[src/rtl/slave_port.sv]
// slave_port: bit-serial bus slave bridging to a simple synchronous memory
// port. A transaction starts with a serial header (address plus burst count,
// both LSB first), then either collects write words from rx_data and
// issues one memory write per word, or fetches words from memory and
// streams them out on tx_data under master_ready flow control.
// BURST_LEN must not exceed ADDR_LEN: burst bits ride alongside the address
// bits, and any burst bits beyond BURST_LEN are dropped.

module slave_port #(
    parameter int ADDR_LEN  = 12,
    parameter int DATA_LEN  = 8,
    parameter int BURST_LEN = 12
) (
    input  logic                clk,
    input  logic                reset,
    input  logic                slave_sel,
    input  logic                master_valid,
    input  logic                master_ready,
    input  logic                write_en,
    input  logic                read_en,
    input  logic                rx_address,
    input  logic                rx_burst_number,
    input  logic                rx_data,
    output logic                slave_ready,
    output logic                slave_valid,
    output logic                tx_data,
    output logic                tx_done,
    output logic [ADDR_LEN-1:0] mem_addr,
    output logic [DATA_LEN-1:0] mem_wdata,
    output logic                mem_we,
    output logic                mem_re,
    input  logic [DATA_LEN-1:0] mem_rdata
);

    localparam int HCW = $clog2(ADDR_LEN + 1);
    localparam int BCW = $clog2(DATA_LEN + 1);

    typedef enum logic [2:0] {
        IDLE  = 3'd0,
        HDR   = 3'd1,
        WDATA = 3'd2,
        WMEM  = 3'd3,
        RREQ  = 3'd4,
        RWAIT = 3'd5,
        SEND  = 3'd6,
        DONE  = 3'd7
    } state_t;

    state_t               state_r;
    state_t               state_next_s;

    logic [ADDR_LEN-1:0]  addr_r;
    logic [ADDR_LEN-1:0]  burst_sh_r;
    logic [HCW-1:0]       hdr_cnt_r;
    logic                 is_write_r;
    logic [BURST_LEN-1:0] words_left_r;
    logic [DATA_LEN-1:0]  wdata_r;
    logic [DATA_LEN-1:0]  shift_r;
    logic [BCW-1:0]       bit_cnt_r;

    logic                 start_s;
    logic                 abort_s;
    logic                 hdr_last_s;
    logic                 wbit_last_s;
    logic                 sbit_last_s;
    logic                 last_word_s;
    logic [ADDR_LEN-1:0]  addr_shift_s;
    logic [ADDR_LEN-1:0]  burst_shift_s;
    logic [BURST_LEN-1:0] burst_count_s;

    // A start needs exactly one of write/read; both or neither is ignored.
    assign start_s     = slave_sel & master_valid & (write_en ^ read_en);
    // Losing the select anywhere outside IDLE throws the transaction away.
    assign abort_s     = (state_r != IDLE) & ~slave_sel;
    assign hdr_last_s  = (state_r == HDR) & master_valid
                         & (hdr_cnt_r == HCW'(ADDR_LEN - 1));
    assign wbit_last_s = (state_r == WDATA) & master_valid
                         & (bit_cnt_r == BCW'(DATA_LEN - 1));
    assign sbit_last_s = (state_r == SEND) & master_ready
                         & (bit_cnt_r == BCW'(DATA_LEN - 1));
    assign last_word_s = (words_left_r == BURST_LEN'(1));

    // Header bits enter at the top and move down, so after ADDR_LEN shifts
    // the first (LSB) bit sits at index 0.
    assign addr_shift_s  = {rx_address, addr_r[ADDR_LEN-1:1]};
    assign burst_shift_s = {rx_burst_number, burst_sh_r[ADDR_LEN-1:1]};
    assign burst_count_s = burst_shift_s[BURST_LEN-1:0];

    // State register.
    always_ff @(posedge clk or negedge reset) begin
        if (!reset) begin
            state_r <= IDLE;
        end else begin
            state_r <= state_next_s;
        end
    end

    // Next-state decode; an abort overrides every other transition.
    always_comb begin
        state_next_s = state_r;
        if (abort_s) begin
            state_next_s = IDLE;
        end else begin
            case (state_r)
                IDLE: begin
                    if (start_s) begin
                        state_next_s = HDR;
                    end else begin
                        state_next_s = IDLE;
                    end
                end
                HDR: begin
                    if (hdr_last_s) begin
                        state_next_s = is_write_r ? WDATA : RREQ;
                    end else begin
                        state_next_s = HDR;
                    end
                end
                WDATA: begin
                    if (wbit_last_s) begin
                        state_next_s = WMEM;
                    end else begin
                        state_next_s = WDATA;
                    end
                end
                WMEM: begin
                    if (last_word_s) begin
                        state_next_s = DONE;
                    end else begin
                        state_next_s = WDATA;
                    end
                end
                RREQ:  state_next_s = RWAIT;
                RWAIT: state_next_s = SEND;
                SEND: begin
                    if (sbit_last_s) begin
                        state_next_s = last_word_s ? DONE : RREQ;
                    end else begin
                        state_next_s = SEND;
                    end
                end
                DONE:    state_next_s = IDLE;
                default: state_next_s = IDLE;
            endcase
        end
    end

    // Header capture, burst bookkeeping and address advance per word.
    always_ff @(posedge clk or negedge reset) begin
        if (!reset) begin
            addr_r       <= {ADDR_LEN{1'b0}};
            burst_sh_r   <= {ADDR_LEN{1'b0}};
            hdr_cnt_r    <= {HCW{1'b0}};
            is_write_r   <= 1'b0;
            words_left_r <= {BURST_LEN{1'b0}};
        end else if (abort_s) begin
            addr_r       <= {ADDR_LEN{1'b0}};
            burst_sh_r   <= {ADDR_LEN{1'b0}};
            hdr_cnt_r    <= {HCW{1'b0}};
            is_write_r   <= 1'b0;
            words_left_r <= {BURST_LEN{1'b0}};
        end else begin
            case (state_r)
                IDLE: begin
                    if (start_s) begin
                        addr_r       <= {rx_address, {(ADDR_LEN-1){1'b0}}};
                        burst_sh_r   <= {rx_burst_number, {(ADDR_LEN-1){1'b0}}};
                        hdr_cnt_r    <= HCW'(1);
                        is_write_r   <= write_en;
                        words_left_r <= {BURST_LEN{1'b0}};
                    end
                end
                HDR: begin
                    if (master_valid) begin
                        addr_r     <= addr_shift_s;
                        burst_sh_r <= burst_shift_s;
                        if (hdr_last_s) begin
                            hdr_cnt_r <= {HCW{1'b0}};
                            // A zero burst count still moves one word.
                            words_left_r <= (burst_count_s == {BURST_LEN{1'b0}})
                                            ? BURST_LEN'(1) : burst_count_s;
                        end else begin
                            hdr_cnt_r <= hdr_cnt_r + HCW'(1);
                        end
                    end
                end
                WMEM: begin
                    // Natural overflow gives the silent wrap to address 0.
                    addr_r <= addr_r + ADDR_LEN'(1);
                    if (!last_word_s) begin
                        words_left_r <= words_left_r - BURST_LEN'(1);
                    end
                end
                SEND: begin
                    if (sbit_last_s) begin
                        addr_r <= addr_r + ADDR_LEN'(1);
                        if (!last_word_s) begin
                            words_left_r <= words_left_r - BURST_LEN'(1);
                        end
                    end
                end
                default: begin
                end
            endcase
        end
    end

    // Serial data path: assemble write words, unload read words.
    always_ff @(posedge clk or negedge reset) begin
        if (!reset) begin
            wdata_r   <= {DATA_LEN{1'b0}};
            shift_r   <= {DATA_LEN{1'b0}};
            bit_cnt_r <= {BCW{1'b0}};
        end else if (abort_s) begin
            wdata_r   <= {DATA_LEN{1'b0}};
            shift_r   <= {DATA_LEN{1'b0}};
            bit_cnt_r <= {BCW{1'b0}};
        end else begin
            case (state_r)
                WDATA: begin
                    if (master_valid) begin
                        wdata_r   <= {rx_data, wdata_r[DATA_LEN-1:1]};
                        bit_cnt_r <= wbit_last_s ? {BCW{1'b0}} : bit_cnt_r + BCW'(1);
                    end
                end
                RWAIT: begin
                    shift_r   <= mem_rdata;
                    bit_cnt_r <= {BCW{1'b0}};
                end
                SEND: begin
                    // Hold the current bit until the master takes it.
                    if (master_ready) begin
                        shift_r   <= {1'b0, shift_r[DATA_LEN-1:1]};
                        bit_cnt_r <= sbit_last_s ? {BCW{1'b0}} : bit_cnt_r + BCW'(1);
                    end
                end
                IDLE: begin
                    bit_cnt_r <= {BCW{1'b0}};
                end
                default: begin
                end
            endcase
        end
    end

    // Outputs come straight from the state register and held registers, so
    // reset drives them to their idle values without waiting for a clock.
    assign slave_ready = (state_r == IDLE);
    assign slave_valid = (state_r == SEND);
    assign tx_done     = (state_r == DONE);
    assign mem_we      = (state_r == WMEM);
    assign mem_re      = (state_r == RREQ);
    assign tx_data     = (state_r == SEND) ? shift_r[0] : 1'b0;
    assign mem_addr    = ((state_r == WMEM) || (state_r == RREQ))
                         ? addr_r : {ADDR_LEN{1'b0}};
    assign mem_wdata   = (state_r == WMEM) ? wdata_r : {DATA_LEN{1'b0}};

endmodule
[config.mk]
export PLATFORM = sky130hd
export DESIGN_NAME = slave_port
export DESIGN_NICKNAME = d
export VERILOG_FILES = /design/src/rtl/slave_port.sv
export SDC_FILE = /design/constraint.sdc
export NUM_CORES = 1
export LEC_CHECK = 0
export CAP_MARGIN = 5
export CORE_MARGIN = 3
export CORE_UTILIZATION = 30
export CTS_BUF_LIST = sky130_fd_sc_hd__clkbuf_4 sky130_fd_sc_hd__clkbuf_8
export DETAILED_ROUTE_END_ITERATION = 10
export MAX_ROUTING_LAYER = met4
export PLACE_DENSITY_LB_ADDON = 0.12
export SLEW_MARGIN = 20
export SYNTH_ARGS = -nofsm -noshare
export SYNTH_HDL_FRONTEND = slang
export SYNTH_SLANG_ARGS = --single-unit
[constraint.sdc]
create_clock -name clk -period 2.05 [get_ports clk]
set_input_delay 0.3075 -clock clk [delete_from_list [all_inputs] [get_ports clk]]
set_output_delay 0.3075 -clock clk [all_outputs]
set_load 0.05 [all_outputs]
* Word-level counts from Yosys, hierarchy flattened *
Index checks and enable logic that the tools add are counted.

word-level totals
  register bits after elaboration = 64
  input port bits = 18
  output and inout port bits = 26
  word-level logic and storage cells = 109

operators by class
  add/subtract/negate cells = 4
  equality and inequality tests = 16
  muxes and demuxes = 49
  bitwise logic cells = 11
  reductions and logical operators = 20

operator list
  kind                                                                    count
  12-bit 2-to-1 mux                                                       15
  12-bit case mux with 4 select lines                                     2
  8-bit 2-to-1 mux                                                        6
  4-bit 2-to-1 mux                                                        9
  12-bit case mux with 2 select lines                                     1
  3-bit case mux with 8 select lines                                      1
  8-bit case mux with 2 select lines                                      1
  12-bit by 1-bit adder with 12-bit output, second input constant         1
  12-bit by 1-bit equality test with 1-bit output, second input constant  1
  3-bit equality test, second input constant                              4
  12-bit zero test                                                        1
  3-bit 2-to-1 mux                                                        4
  4-bit case mux with 3 select lines                                      1
  12-bit by 1-bit subtractor with 12-bit output, second input constant    1
  1-bit AND                                                               9
  3-bit != test, second input constant                                    3
  3-bit nonzero test                                                      3
  4-bit by 1-bit adder with 4-bit output, second input constant           2
  4-bit case mux with 2 select lines                                      1
  2-bit nonzero test                                                      4
  3-bit by 2-bit equality test with 1-bit output, second input constant   2
  1-bit 2-to-1 mux                                                        6
  3-bit by 1-bit != test with 1-bit output, second input constant         2
  2-bit AND reduction                                                     3
  other kinds (15)                                                        17

* Depth between registers and ports, before layout *
  depth after elaboration = 7
  gate-level depth with buffers = 8
  gate-level depth less buffers = 6

* Worst setup path after synthesis *
No wires, ideal clock.

  path kind = reg2out
  start point = register state_r[1]
  end point = output mem_addr[10]
  arrival time = 2.955 ns
  required time = 1.742 ns
  slack = -1.212 ns
  cell stages (with the launch flop) = 7
  buffers on the path = 3
  cell sequence = dfrtp_1 buf_6 clkbuf_1 nor3_1 nor2_1 clkbuf_1 nor2b_1

between the ends
  word-level cells in the longest chain between the ends = 3
  elaborated cells between the ends (all ways) = 4
  those cells by class = 2 x eq/ne; 1 x mux; 1 x reduce/logical

ends and longest elaborated chain
  item                    line  text
  from (decl)             49    state_t state_r;
  from (signal assigned)  94    state_r <= state_next_s;
  3-bit equality test     --
  named net mem_re        31    output logic mem_re,
  1-bit logical OR        254   assign mem_addr = ((state_r == WMEM) || (state_r == RREQ))
  12-bit 2-to-1 mux       255   ? addr_r : {ADDR_LEN{1'b0}};
  to (decl)               28    output logic [ADDR_LEN-1:0] mem_addr,

The timed path passes the listed nets, and every way through them passes these cells.

* Worst setup path in the final report *
  start point = input write_en
  end point = register words_left_r[7]

between the ends
  word-level cells in the longest chain between the ends = 4

ends and longest elaborated chain
  item                                                       line  text
  from (decl)                                                19    input logic write_en,
  1-bit XOR                                                  72    assign start_s = slave_sel & master_valid & (write_en ^ read_en);
  1-bit AND                                                  72
  3-bit by 1-bit != test with 1-bit output (no source line)  --
  5-bit AND reduction (no source line)                       --
  to (signal assigned)                                       155   words_left_r <= {BURST_LEN{1'b0}};
  to (signal assigned)                                       161   words_left_r <= {BURST_LEN{1'b0}};
  to (signal assigned)                                       170   words_left_r <= {BURST_LEN{1'b0}};
  to (decl)                                                  56    logic [BURST_LEN-1:0] words_left_r;

No other way between the ends.
A chain may end at the register's enable or synchronous reset.

==> impl_results.md <==
* Worst path cell trace: clkdlybuf4s50_1, xor2_2, nand3_1, a211o_4, or3_4, mux2_4
* Seq/Total Area, Yosys at 42.15%
* Syn nets at 462
* Pwr Total at 2.976 mW
* FFs w/ async S/R, synth at 100.0%
* All-Layer GR Usage at 16.58%
* Antenna diode count at 0
* Area of the core at about 12000 µm²
* Max Cap Violations at 0
* Crit path arrival time at between 2 and 2.5 ns
* Synth Register Bits at 63
* Simple-gate share of the synthesized area at 24.86%
* Syn Area/Cell at 8.519 µm²
* Layout cells sized above 1 at between 30% and 40%
* Met3 Track Usage GR at 4.661%
* Number of global-route vias before repair at 3632
* Vias at approximately 3700
* Iter 0 DRT Violations at 171
* Peak supply drop at 0.4276 mV
* Die Ht at 117.7 µm
* Grt peak-use layer: met2
* Hold violation total from the final report at 0
* Share of power burned in registers at 46.3%
* Critical Path Max Stage Delay at 0.52 ns
* WL final at 11110 µm
* Max-slew violations at 0
* IO Port Bufs at between 40 and 50
* CTS sink count at 63
* CTS tree: built
* H-Tree Depth at 3
* Final net count at 565
* Largest net degree at the start of global routing at 64
* Post-route non-filler standard cell count at 715
* Int Pwr at 2.159 mW
* Rel. slew slack at 72.47%
* DR vias/cell at 5.151
* M2 GR Usage at about a quarter
* Worst-path fanout max at 6
* Slowest-stage cell, CP: clkdlybuf4s50_1
* Synth unique cells at 63
* Num CTS Buffers at 9
* Most frequent cells in the layout: nand2_1 (67), dfrtp_1 (61), buf_4 (61), o21ai_0 (48), nor2_1 (26)
* Die area at 13840 µm²
* Post-synth top flop: dfrtp_1
* Peak Freq at 0.4898 GHz
* Final setup violating endpoints at 0
* Fin Setup TNS at 0 ns
* Drt drc at 0
* Worst EP required at 2.29 ns
* Sw frac at 27.44%
* Finished Cell Area at 5612 µm²
* Multiplexer share of the synthesized area at under 10%
* Die X at 117.7 µm
* Yosys Warn Count at 0
* Logic pwr share at 16.3%
* Worst-Margin Slew at slightly above 0.4 ns
* Min Hold Slack at approximately 0.39 ns
* Clock Power Share at 37.4%
* Fin crit share at 99.60%
* Final ANT Viol Nets at 0
* Outcome: finished clean
* Syn Inst Count at 439
* CTS Root Cell: clkbuf_8
* Setup CP Type: input pin to flip-flop
* First-pass GRT wire length at 18490 µm
* Top Ports at 44
* Clock skew at 0.005927 ns
* Placed instance area at 4956 µm²
* Worst-Skew Late Latency at roughly 0.35 ns
* Critical Path Start Type: input pin
* Placed insts at around 680
* Area grow syn2layout at 50.05%
* Initial Util at a little under a third
* Post-Syn Area at between 3000 and 4000 µm²
* Pwr dens at 530.4 nW/µm²
* HPWL Detailed at 7450 µm
* Synth Area in Compound Gates at 23.35%
* Type of the worst min-delay path: input pin to flip-flop
* Setup WS pre-CTS at -0.4107 ns
* Commonest non-fill, non-tap cell in the layout: nand2_1
* Clock transition at path regs at roughly 0.07 ns
* Rows at 40
* GRT overflow at 0
* Xor and xnor area share after synthesis at 1.405%
* Fin util at 46.33%
* Worst setup margin at 0.008279 ns
* GR Util met1 at 21.74%
* Sw Pwr at approximately 0.8 mW
* Crit. End Element: flip-flop
* RePlAce Congestion at 0.8590
* RSZ-0062 raised after global routing: yes
* Clock buffer depth at 2
* Drt pass-1 iters at 4
* Main combinational cell family by area after synthesis: simple AND/OR/NAND/NOR gates
* Drt wl/cell at 15.54 µm
* Synth Area in Adders at 1.673%
* Initial antenna violation count at 0
* Leak Pwr at 2.381 nW
* Post-route minimum period at 2.042 ns
* EDFF count, synth at 0
==> layer usage <==
metal,up-vias,part of all wire (%)
met1,1779,47
met3,7,4.2
met4,0,0.71
met5,-,0
met2,88,48
li1,1809,-
==> cells by family (layout without fill, tap and decap cells) <==
logic type,Yosys count,count (layout)
buffers and inverters,36,143
AOI/OAI and AO/OA,138,138
muxes,7,7
xor gates and xnor gates,6,6
and+or+nand+nor,184,185
adders and majority gates,5,5
DFF,63,63
==> synth_stat cells (all sizes together), types with 2 or more instances <==
library cell  number  area [µm²]
or4                3       22.52
nor4               7       43.79
ha                 5       62.56
a211o              2       17.52
nand3b             3       35.03
nor2b             14       87.58
a22oi             13       97.59
nor3b              2       20.02
and2               7       43.80
nor3              11       60.06
xor2               6       52.55
o31ai              9       67.56
mux2               6       75.07
nand2             68       255.2
dfrtp             63        1577
o211ai             2       15.01
a31oi              7       43.79
nand2b             2       12.51
clkbuf            21       78.83
nand3              9       45.04
a31o               2       17.52
or3                3       23.77
and3              11       68.82
a32oi              8       70.07
inv                9       33.78
a21boi             3       22.52
buf                6       47.54
nand4              5       31.28
nor2              33       126.4
o21ai             51       255.2
o41ai              4       35.03
a21oi             24       120.1
==> critical path: cells and delay by family <==
family                 cells  cell delay, ns
AND/OR/NAND/NOR            2            0.53
buffers and inverters      1            0.52
AO/OA/AOI/OAI              1            0.39
multiplexers               1            0.31
XOR/XNOR                   1            0.20
==> layout make-up <==
class	instances	area (µm²)
timing repair buffer	118	1270
fill	1199	6500
clock inverter	4	45.04
clock buffer	12	152.6
inverter	9	33.78
tap	168	210.2
multi-input combinational	341	2321
sequential	63	1579
==> power groups by stage <==
stage	Clock (mW)	Combinational, mW	Sequential (mW)
detailed placement	0	0.435	1.40
finish	1.11	0.486	1.38
global route	1.22	0.541	1.39
CTS	1.16	0.453	1.37
floorplan	0	0.244	1.38
global placement	0	0.430	1.40
==> final timing paths <==
kind | startpoint | to | slack (ns) | depth (start not counted)
worst max-delay path | write_en | words_left_r[7]$_DFFE_PN0P_ | 0.008 | 6
worst min-delay path | read_en | is_write_r$_DFFE_PN0P_ | 0.39 | 4
worst max register to register | bit_cnt_r[1]$_DFFE_PN0P_ | words_left_r[7]$_DFFE_PN0P_ | 0.008 | 6
worst min register to register | shift_r[7]$_DFFE_PN0P_ | shift_r[7]$_DFFE_PN0P_ | 0.48 | 2
max in group asynchronous | reset | state_r[2]$_DFF_PN0_ | 1.25 | 3
min in group asynchronous | reset | burst_sh_r[5]$_DFFE_PN0P_ | 0.51 | 3
==> flip-flops by register name (all words and copies together), names as in the netlist, 3 cells and up <==
register / flops
burst_sh_r: 11
bit_cnt_r: 4
hdr_cnt_r: 4
shift_r: 8
state_r: 3
words_left_r: 12
wdata_r: 8
addr_r: 12
==> timing repair <==
action,CTS,global route
gates cloned,2,0
hold buffers,1,0
setup buffers,6,11
endpoints found under the setup margin,38,54
pin swaps,5,4
hold endpoints to repair,63,0
gates resized for setup,34,35
Note: power is estimated with default switching activity, not from simulation.
